==> src/rtl/gat_bram_loader_pkg.sv <==
`default_nettype none
// ============================================================================
// Module      : gat_loader_pkg
// Description : Shared types and constants for the GAT BRAM loader: FSM state
//               encoding, target-memory ids, header field positions and a
//               target-id to one-hot helper.
// Revision    : 1.0 - initial release
// ============================================================================
package gat_loader_pkg;

  // Loader FSM states; ST_CSUM is only reachable in checksum builds
  typedef enum logic [1:0] {
    ST_IDLE = 2'd0,
    ST_LOAD = 2'd1,
    ST_CSUM = 2'd2
  } state_e;

  // Target memory ids carried in the header
  localparam logic [1:0] TGT_H_DATA    = 2'd0;
  localparam logic [1:0] TGT_NODE_INFO = 2'd1;
  localparam logic [1:0] TGT_WGT       = 2'd2;
  localparam logic [1:0] TGT_SUBGRAPH  = 2'd3;

  // Header word layout: [31:30] target id, [29:0] payload count
  localparam int HDR_TGT_MSB = 31;
  localparam int HDR_TGT_LSB = 30;
  localparam int HDR_CNT_MSB = 29;
  localparam int HDR_CNT_LSB = 0;
  localparam int HDR_CNT_W   = HDR_CNT_MSB - HDR_CNT_LSB + 1;

  // One-hot enable vector for a target id
  function automatic logic [3:0] tgt_onehot(input logic [1:0] tgt);
    logic [3:0] oh;
    case (tgt)
      TGT_H_DATA:    oh = 4'b0001;
      TGT_NODE_INFO: oh = 4'b0010;
      TGT_WGT:       oh = 4'b0100;
      TGT_SUBGRAPH:  oh = 4'b1000;
      default:       oh = 4'b0000;
    endcase
    return oh;
  endfunction

endpackage
`default_nettype wire

==> src/rtl/gat_bram_loader_if.sv <==
`default_nettype none
// ============================================================================
// Module      : gat_stream_if / gat_bram_wr_if
// Description : Valid/ready word stream feeding the loader, and the shared
//               BRAM write port bundle the loader drives.
// Revision    : 1.0 - initial release
// ============================================================================
interface gat_stream_if #(
  parameter int TOP_WIDTH = 32
);
  logic                 s_valid;
  logic                 s_ready;
  logic [TOP_WIDTH-1:0] s_data;

  modport master (output s_valid, output s_data, input  s_ready);
  modport slave  (input  s_valid, input  s_data, output s_ready);
endinterface

interface gat_bram_wr_if #(
  parameter int TOP_WIDTH   = 32,
  parameter int ADDR_W      = 20,
  parameter int NUM_TARGETS = 4
);
  logic [TOP_WIDTH-1:0]   bram_din;
  logic [ADDR_W-1:0]      bram_addra;
  logic [NUM_TARGETS-1:0] bram_ena;
  logic [NUM_TARGETS-1:0] bram_wea;

  modport master (output bram_din, output bram_addra, output bram_ena, output bram_wea);
  modport slave  (input  bram_din, input  bram_addra, input  bram_ena, input  bram_wea);
endinterface
`default_nettype wire

==> src/rtl/gat_loader_csum.sv <==
`default_nettype none
// ============================================================================
// Module      : gat_loader_csum
// Description : Wrapping 32-bit sum of a segment's payload words and an
//               equality compare against the trailer word.
// Revision    : 1.0 - initial release
// ============================================================================
module gat_loader_csum #(
  parameter int W = 32
) (
  input  wire logic         clk,
  input  wire logic         rst,
  input  wire logic         i_start,  // header accepted: restart the sum
  input  wire logic         i_add,    // payload word accepted
  input  wire logic [W-1:0] i_word,   // payload or trailer word
  output logic              o_match   // running sum equals i_word
);

  logic [W-1:0] sum_q;
  logic [W-1:0] sum_d;

  // Next sum: restart on a header, accumulate on each payload word
  always_comb begin
    sum_d = sum_q;
    if (i_start) begin
      sum_d = '0;
    end else if (i_add) begin
      sum_d = sum_q + i_word;
    end
  end

  // Sum register
  always_ff @(posedge clk or posedge rst) begin
    if (rst) begin
      sum_q <= '0;
    end else begin
      sum_q <= sum_d;
    end
  end

  assign o_match = (sum_q == i_word);

endmodule
`default_nettype wire

==> src/rtl/gat_bram_loader.sv <==
`default_nettype none
// ============================================================================
// Module      : gat_bram_loader
// Description : Decodes framed segments (header + payload) from a 32-bit
//               valid/ready stream into one-hot BRAM write sequences for the
//               four GAT memories and raises a sticky per-target load_done.
//               Optional macro LOADER_CHECKSUM_EN adds a trailer word that
//               must equal the wrapping sum of the payload.
// Revision    : 1.0 - initial release
// ============================================================================
module gat_bram_loader
  import gat_loader_pkg::*;
#(
  parameter int TOP_WIDTH   = 32,
  parameter int ADDR_W      = 20,
  parameter int NUM_TARGETS = 4
) (
  input  wire logic              clk,
  input  wire logic              rst,
  input  wire logic              clear,
  gat_stream_if.slave            s,
  gat_bram_wr_if.master          bram,
  output logic [NUM_TARGETS-1:0] load_done,
  output logic                   busy,
  output logic                   err
);

  localparam int IDX_W     = ADDR_W - 2;
  localparam int MAX_WORDS = 1 << IDX_W;
  localparam logic [HDR_CNT_W-1:0] MAX_CNT = HDR_CNT_W'(MAX_WORDS);

  state_e                 state_q, state_d;
  logic                   ready_q, ready_d;
  logic [1:0]             tgt_q, tgt_d;
  logic [IDX_W-1:0]       idx_q, idx_d;
  logic [IDX_W-1:0]       last_q, last_d;
  logic [TOP_WIDTH-1:0]   din_q, din_d;
  logic [ADDR_W-1:0]      addr_q, addr_d;
  logic [NUM_TARGETS-1:0] ena_q, ena_d;
  logic [NUM_TARGETS-1:0] done_q, done_d;
  logic                   err_q, err_d;

  logic                   accept;
  logic [HDR_CNT_W-1:0]   hdr_cnt;
  logic                   hdr_ok;
  logic [IDX_W-1:0]       hdr_last;

  assign accept   = s.s_valid && s.s_ready;
  assign hdr_cnt  = s.s_data[HDR_CNT_MSB:HDR_CNT_LSB];
  assign hdr_ok   = (hdr_cnt != '0) && (hdr_cnt <= MAX_CNT);
  // N = MAX_WORDS has zero low bits, so the wrap yields the all-ones index
  assign hdr_last = hdr_cnt[IDX_W-1:0] - IDX_W'(1);

`ifdef LOADER_CHECKSUM_EN
  logic csum_match;

  gat_loader_csum #(
    .W (TOP_WIDTH)
  ) u_csum (
    .clk     (clk),
    .rst     (rst),
    .i_start (accept && !clear && (state_q == ST_IDLE)),
    .i_add   (accept && !clear && (state_q == ST_LOAD)),
    .i_word  (s.s_data),
    .o_match (csum_match)
  );
`endif

  // Next-state and write-port decode; clear overrides any stream activity
  always_comb begin
    state_d = state_q;
    ready_d = 1'b1;
    tgt_d   = tgt_q;
    idx_d   = idx_q;
    last_d  = last_q;
    din_d   = din_q;
    addr_d  = addr_q;
    ena_d   = '0;
    done_d  = done_q;
    err_d   = err_q;
    if (clear) begin
      state_d = ST_IDLE;
      done_d  = '0;
      err_d   = 1'b0;
    end else if (accept) begin
      case (state_q)
        ST_IDLE: begin
          if (hdr_ok) begin
            tgt_d   = s.s_data[HDR_TGT_MSB:HDR_TGT_LSB];
            last_d  = hdr_last;
            idx_d   = '0;
            state_d = ST_LOAD;
          end else begin
            err_d = 1'b1;
          end
        end
        ST_LOAD: begin
          din_d  = s.s_data;
          addr_d = {idx_q, 2'b00};
          ena_d  = NUM_TARGETS'(tgt_onehot(tgt_q));
          if (idx_q == last_q) begin
`ifdef LOADER_CHECKSUM_EN
            state_d = ST_CSUM;
`else
            done_d[tgt_q] = 1'b1;
            state_d       = ST_IDLE;
`endif
          end else begin
            idx_d = idx_q + IDX_W'(1);
          end
        end
        ST_CSUM: begin
`ifdef LOADER_CHECKSUM_EN
          if (csum_match) begin
            done_d[tgt_q] = 1'b1;
          end else begin
            err_d = 1'b1;
          end
`endif
          state_d = ST_IDLE;
        end
        default: state_d = ST_IDLE;
      endcase
    end
  end

  // State and registered outputs
  always_ff @(posedge clk or posedge rst) begin
    if (rst) begin
      state_q <= ST_IDLE;
      ready_q <= 1'b0;
      tgt_q   <= '0;
      idx_q   <= '0;
      last_q  <= '0;
      din_q   <= '0;
      addr_q  <= '0;
      ena_q   <= '0;
      done_q  <= '0;
      err_q   <= 1'b0;
    end else begin
      state_q <= state_d;
      ready_q <= ready_d;
      tgt_q   <= tgt_d;
      idx_q   <= idx_d;
      last_q  <= last_d;
      din_q   <= din_d;
      addr_q  <= addr_d;
      ena_q   <= ena_d;
      done_q  <= done_d;
      err_q   <= err_d;
    end
  end

  assign s.s_ready       = ready_q && !clear;
  assign bram.bram_din   = din_q;
  assign bram.bram_addra = addr_q;
  assign bram.bram_ena   = ena_q;
  assign bram.bram_wea   = ena_q;
  assign load_done       = done_q;
  assign busy            = (state_q != ST_IDLE);
  assign err             = err_q;

endmodule
`default_nettype wire

==> src/flat_wrapper.sv <==
// flat-port wrapper written by rule: the top's interface ports become plain ports
module gat_bram_loader_flat import gat_loader_pkg::*;
#(
  parameter int TOP_WIDTH   = 32,
  parameter int ADDR_W      = 20,
  parameter int NUM_TARGETS = 4
)
  (clk, rst, clear, load_done, busy, err, s_s_valid, s_s_data, s_s_ready, bram_bram_din, bram_bram_addra, bram_bram_ena, bram_bram_wea);
  gat_stream_if #(.TOP_WIDTH(TOP_WIDTH)) s_i ();
  gat_bram_wr_if #(.TOP_WIDTH(TOP_WIDTH), .ADDR_W(ADDR_W), .NUM_TARGETS(NUM_TARGETS)) bram_i ();
  input  wire logic clk;
  input  wire logic rst;
  input  wire logic clear;
  output logic [NUM_TARGETS-1:0] load_done;
  output logic busy;
  output logic err;
  input wire logic [$bits(s_i.s_valid)-1:0] s_s_valid;
  input wire logic [$bits(s_i.s_data)-1:0] s_s_data;
  output wire logic [$bits(s_i.s_ready)-1:0] s_s_ready;
  output wire logic [$bits(bram_i.bram_din)-1:0] bram_bram_din;
  output wire logic [$bits(bram_i.bram_addra)-1:0] bram_bram_addra;
  output wire logic [$bits(bram_i.bram_ena)-1:0] bram_bram_ena;
  output wire logic [$bits(bram_i.bram_wea)-1:0] bram_bram_wea;
  assign s_i.s_valid = s_s_valid;
  assign s_i.s_data = s_s_data;
  assign s_s_ready = s_i.s_ready;
  assign bram_bram_din = bram_i.bram_din;
  assign bram_bram_addra = bram_i.bram_addra;
  assign bram_bram_ena = bram_i.bram_ena;
  assign bram_bram_wea = bram_i.bram_wea;
  gat_bram_loader #(.TOP_WIDTH(TOP_WIDTH), .ADDR_W(ADDR_W), .NUM_TARGETS(NUM_TARGETS)) u_core (.clk(clk), .rst(rst), .clear(clear), .s(s_i), .bram(bram_i), .load_done(load_done), .busy(busy), .err(err));
endmodule
==> config.mk <==
export PLATFORM = sky130hd
export DESIGN_NAME = gat_bram_loader_flat
export DESIGN_NICKNAME = d
export VERILOG_FILES = /design/src/rtl/gat_bram_loader_pkg.sv /design/src/rtl/gat_bram_loader_if.sv /design/src/rtl/gat_loader_csum.sv /design/src/rtl/gat_bram_loader.sv /design/src/flat_wrapper.sv
export SDC_FILE = /design/constraint.sdc
export NUM_CORES = 1
export LEC_CHECK = 0
export ABC_AREA = 1
export ABC_CLOCK_PERIOD_IN_PS = 8950
export CORE_AREA = 8 8 106 108
export CTS_CLUSTER_DIAMETER = 200
export DETAILED_ROUTE_END_ITERATION = 6
export DIE_AREA = 0 0 114 116
export PLACE_DENSITY = 0.84
export SYNTH_ARGS = -nofsm -noshare
export SYNTH_HDL_FRONTEND = slang
export SYNTH_SLANG_ARGS = --single-unit
==> constraint.sdc <==
create_clock -name clk -period 8.95 [get_ports clk]
set_input_delay 2.2375 -clock clk [delete_from_list [all_inputs] [get_ports clk]]
set_output_delay 2.2375 -clock clk [all_outputs]
set_load 0.01 [all_outputs]
==> results.toml <==
[clock_tree]
cts_htree_levels = 3
post_cts.repair.setup_buffers = 0
cts_max_path_buffers = 2
ctsRootBufferMaster = "clkbuf_8"
clk_pin_slew_ps = 90
cts_tree = "yes"
cts_buffers = 9
clk_latency_ps = 380
ctsResizeCount = 0
clock-sinks = 99
cts_hold_buf = 0

[finish]
diodes = 0
drive_above_1_share = 0.06986
fin_area_um2 = 6390
syn_to_final_growth_pct = 23.00
fin_nets = 807
nFillCells = 797

[route]
num_vias = 4660
drt-total-wl_mm = 13.24
wl_met2_mm = 6.479
drtPass1Iterations = 6
viasPerCell = 5.143
dr_wl_met3_mm = 1.214
ant_nets = 0
drt-met1-wl_mm = 5.305
drc = 0
drt_iter0_drc = 389
highest_layer = "met4"
wl_per_cell_um = 14.61

[placement]
place_congestion = 0.8453
port_buffers = 100
place_ws_ps = 3254
dp_hpwl_mm = 9.723
post_dp_cell_area_um2 = 6200

[synthesis]
syn-instance-count = 681
synth.distinct_cells = 30
synthDominantCellAreaShare = 0.4769
synth_top_cell_by_area = "dfrtp_1"
synth_warnings = 0
yosys-top-cells-area = "dfrtp_1, nand2_1, inv_1"
synth_seq_cells = 99
synth-seq-area-share = 0.4769
synth_edf_count = 0
synth-async-reset-ratio = 1.000
avgSynthCellArea_um2 = 7.628
synth_area_um2 = 5195
synth_flop_cell = "dfrtp_1"

[flow_run]
cap_violations = 0

[setup_path]
crit_start = "clear"
crit_arrival_ps = 3460
reg2reg_from = "u_core.state_q[0]"
crit_type = "primary input to output port"
setup.worst_path.end_class = "output port"
cp_max_fo = 5
cp.required_ps = 6710
worstSetupStartpointType = "primary input"

[sta]
fin_tns_setup_ps = 0
fin_crit_sh = 0.6362
finalMaxSlewViolations = 0
maxSlewHeadroom = 0.4782
hold_violations = 0
setup-violations-final = 0
period_needed_ps = 5694
tightest_slew_ps = 782.7
layout_setup_ws_ps = 3256
fmax_ghz = 0.1756
hold_ws_ps = 475.6
finalClockSkew_ps = 13.70
rsz0062_at_grt = "no"

[pwr]
ir_drop_mv = 0.08675
share_comb_of_total_power = 0.115
power.leakage_nw = 2.968
clkPwrFrac = 0.332
p_sw_mw = 0.2151
p_per_area_nw_per_um2 = 133.1
p_seq_frac = 0.553
internal_power_mw = 0.6355
swShare = 0.2529

[grt]
overflow = 0
antenna_found_initial = 0
grt_pass1_wl_mm = 21.87
grt_max_degree = 70
grt_use_total = 0.2077
grt_pass1_vias = 4588

[floorplanning]
fp-row-count = 36
initial_core_util = 0.5440
chipHeight_um = 116
io_pins = 103
core_um2 = 9549
dieArea_um2 = 13220
die_x_um = 114

[worst_hold_path]
min_from = "u_core.bram.bram_din[22]"
min_path_type = "flop to flop"

[run_status]
status = "completed"
[power groups by stage]
stage / Sequential (mW) / Clock [mW] / Combinational, mW
floorplan: 0.486 / 0 / 0.0315
global route: 0.473 / 0.305 / 0.108
finish: 0.471 / 0.283 / 0.0974
detailed placement: 0.479 / 0 / 0.0985
global placement: 0.479 / 0 / 0.0962
CTS: 0.471 / 0.287 / 0.0993
[cells in the mapped netlist, types with 3 or more instances]
cell and number:
buf_6 5, ha_1 3, buf_2 3, nor3_1 7, xor2_1 19, nor2_1 67
o21ai_0 37, o21ai_1 24, nand2_1 226, buf_4 8, dfrtp_1 99, a21oi_1 4
nand4_1 10, nand2_2 11, nor2_2 5, o21ai_2 3, inv_2 9, clkbuf_1 7
inv_1 74, nand3_1 41, buf_1 3
[logic make-up after synthesis]
kind of cell / after synthesis / share of synthesized area
fa+ha+maj: 3 / 0.007226
xor+xnor: 21 / 0.03541
buf+inv: 110 / 0.09537
compound gates: 68 / 0.06768
simple gates: 378 / 0.3160
flops: 99 / 0.4769
other cells: 2 / 0.001446
[flip-flops by register name (all words and copies together), names as in the netlist]
register,cells
u_core.bram.bram_ena,4
u_core.tgt_q,2
u_core.ready_q,1
u_core.idx_q,18
u_core.load_done,4
u_core.state_q,1
u_core.err,1
u_core.bram.bram_din,32
u_core.last_q,18
u_core.bram.bram_addra,18
[layer usage]
layer / vias to the layer above / global-route usage
li1: 2273 / -
met1: 2185 / 0.2413
met2: 175 / 0.3494
met3: 27 / 0.06983
met4: 0 / 0.07897
met5: - / 0
[area by class of cell]
| class | count | area (um2) | share of cell area |
|---|---|---|---|
| sequential | 99 | 2477 | 0.3877 |
| tap | 133 | 166.4 | 0.02604 |
| clock inverter | 3 | 21.27 | 0.003329 |
| clock buffer | 13 | 168.9 | 0.02643 |
| timing repair buffer | 102 | 1016 | 0.1590 |
| multi-input combinational | 473 | 2226 | 0.3483 |
| inverter | 83 | 314.1 | 0.04915 |
[through the flow]
step                  util  std cells  power [mW]
finish              0.6692        906      0.8506
global route        0.6692        906      0.8854
CTS                 0.6692        906      0.8565
detailed placement  0.6492        890      0.5777
global placement    0.6492        890      0.5748
floorplan                -        682      0.5172
[layout by cell type (no fill, tap or decap)]
cell type,count
nand2_2,11
ha_1,3
nor2_1,67
inv_1,73
nand2_1,226
inv_4,1
clkinvlp_4,1
clkinv_2,1
nor3_1,7
buf_4,2
o21ai_2,3
a21oi_1,4
nor2_2,5
dfrtp_1,99
conb_1,3
nand4_1,10
xnor2_1,2
inv_2,9
o21ai_0,37
or2_0,1
nand3_4,2
nand3_1,41
clkbuf_8,12
nand2_8,2
nor3b_1,2
nor2_4,2
xor2_1,19
clkbuf_1,1
o21ai_1,24
nor3_2,2
clkdlybuf4s50_1,100
clkinv_4,1
[critical path: stages]
cell             delay, ps
clkdlybuf4s50_1        490
nor2_2                 170
clkdlybuf4s50_1        550
[final timing paths]
path | to | slack, ps | cells past startpoint
max in group asynchronous | u_core.bram.bram_din[15] | 5570 | 3
min reg2reg | u_core.bram.bram_din[22] | 480 | 2
max | s_s_ready | 3260 | 3
min in group asynchronous | u_core.bram.bram_din[29] | 2230 | 2
max reg2reg | u_core.bram.bram_addra[14] | 6710 | 5
min | u_core.bram.bram_din[22] | 480 | 2
Power figures use the tool's default switching activity.
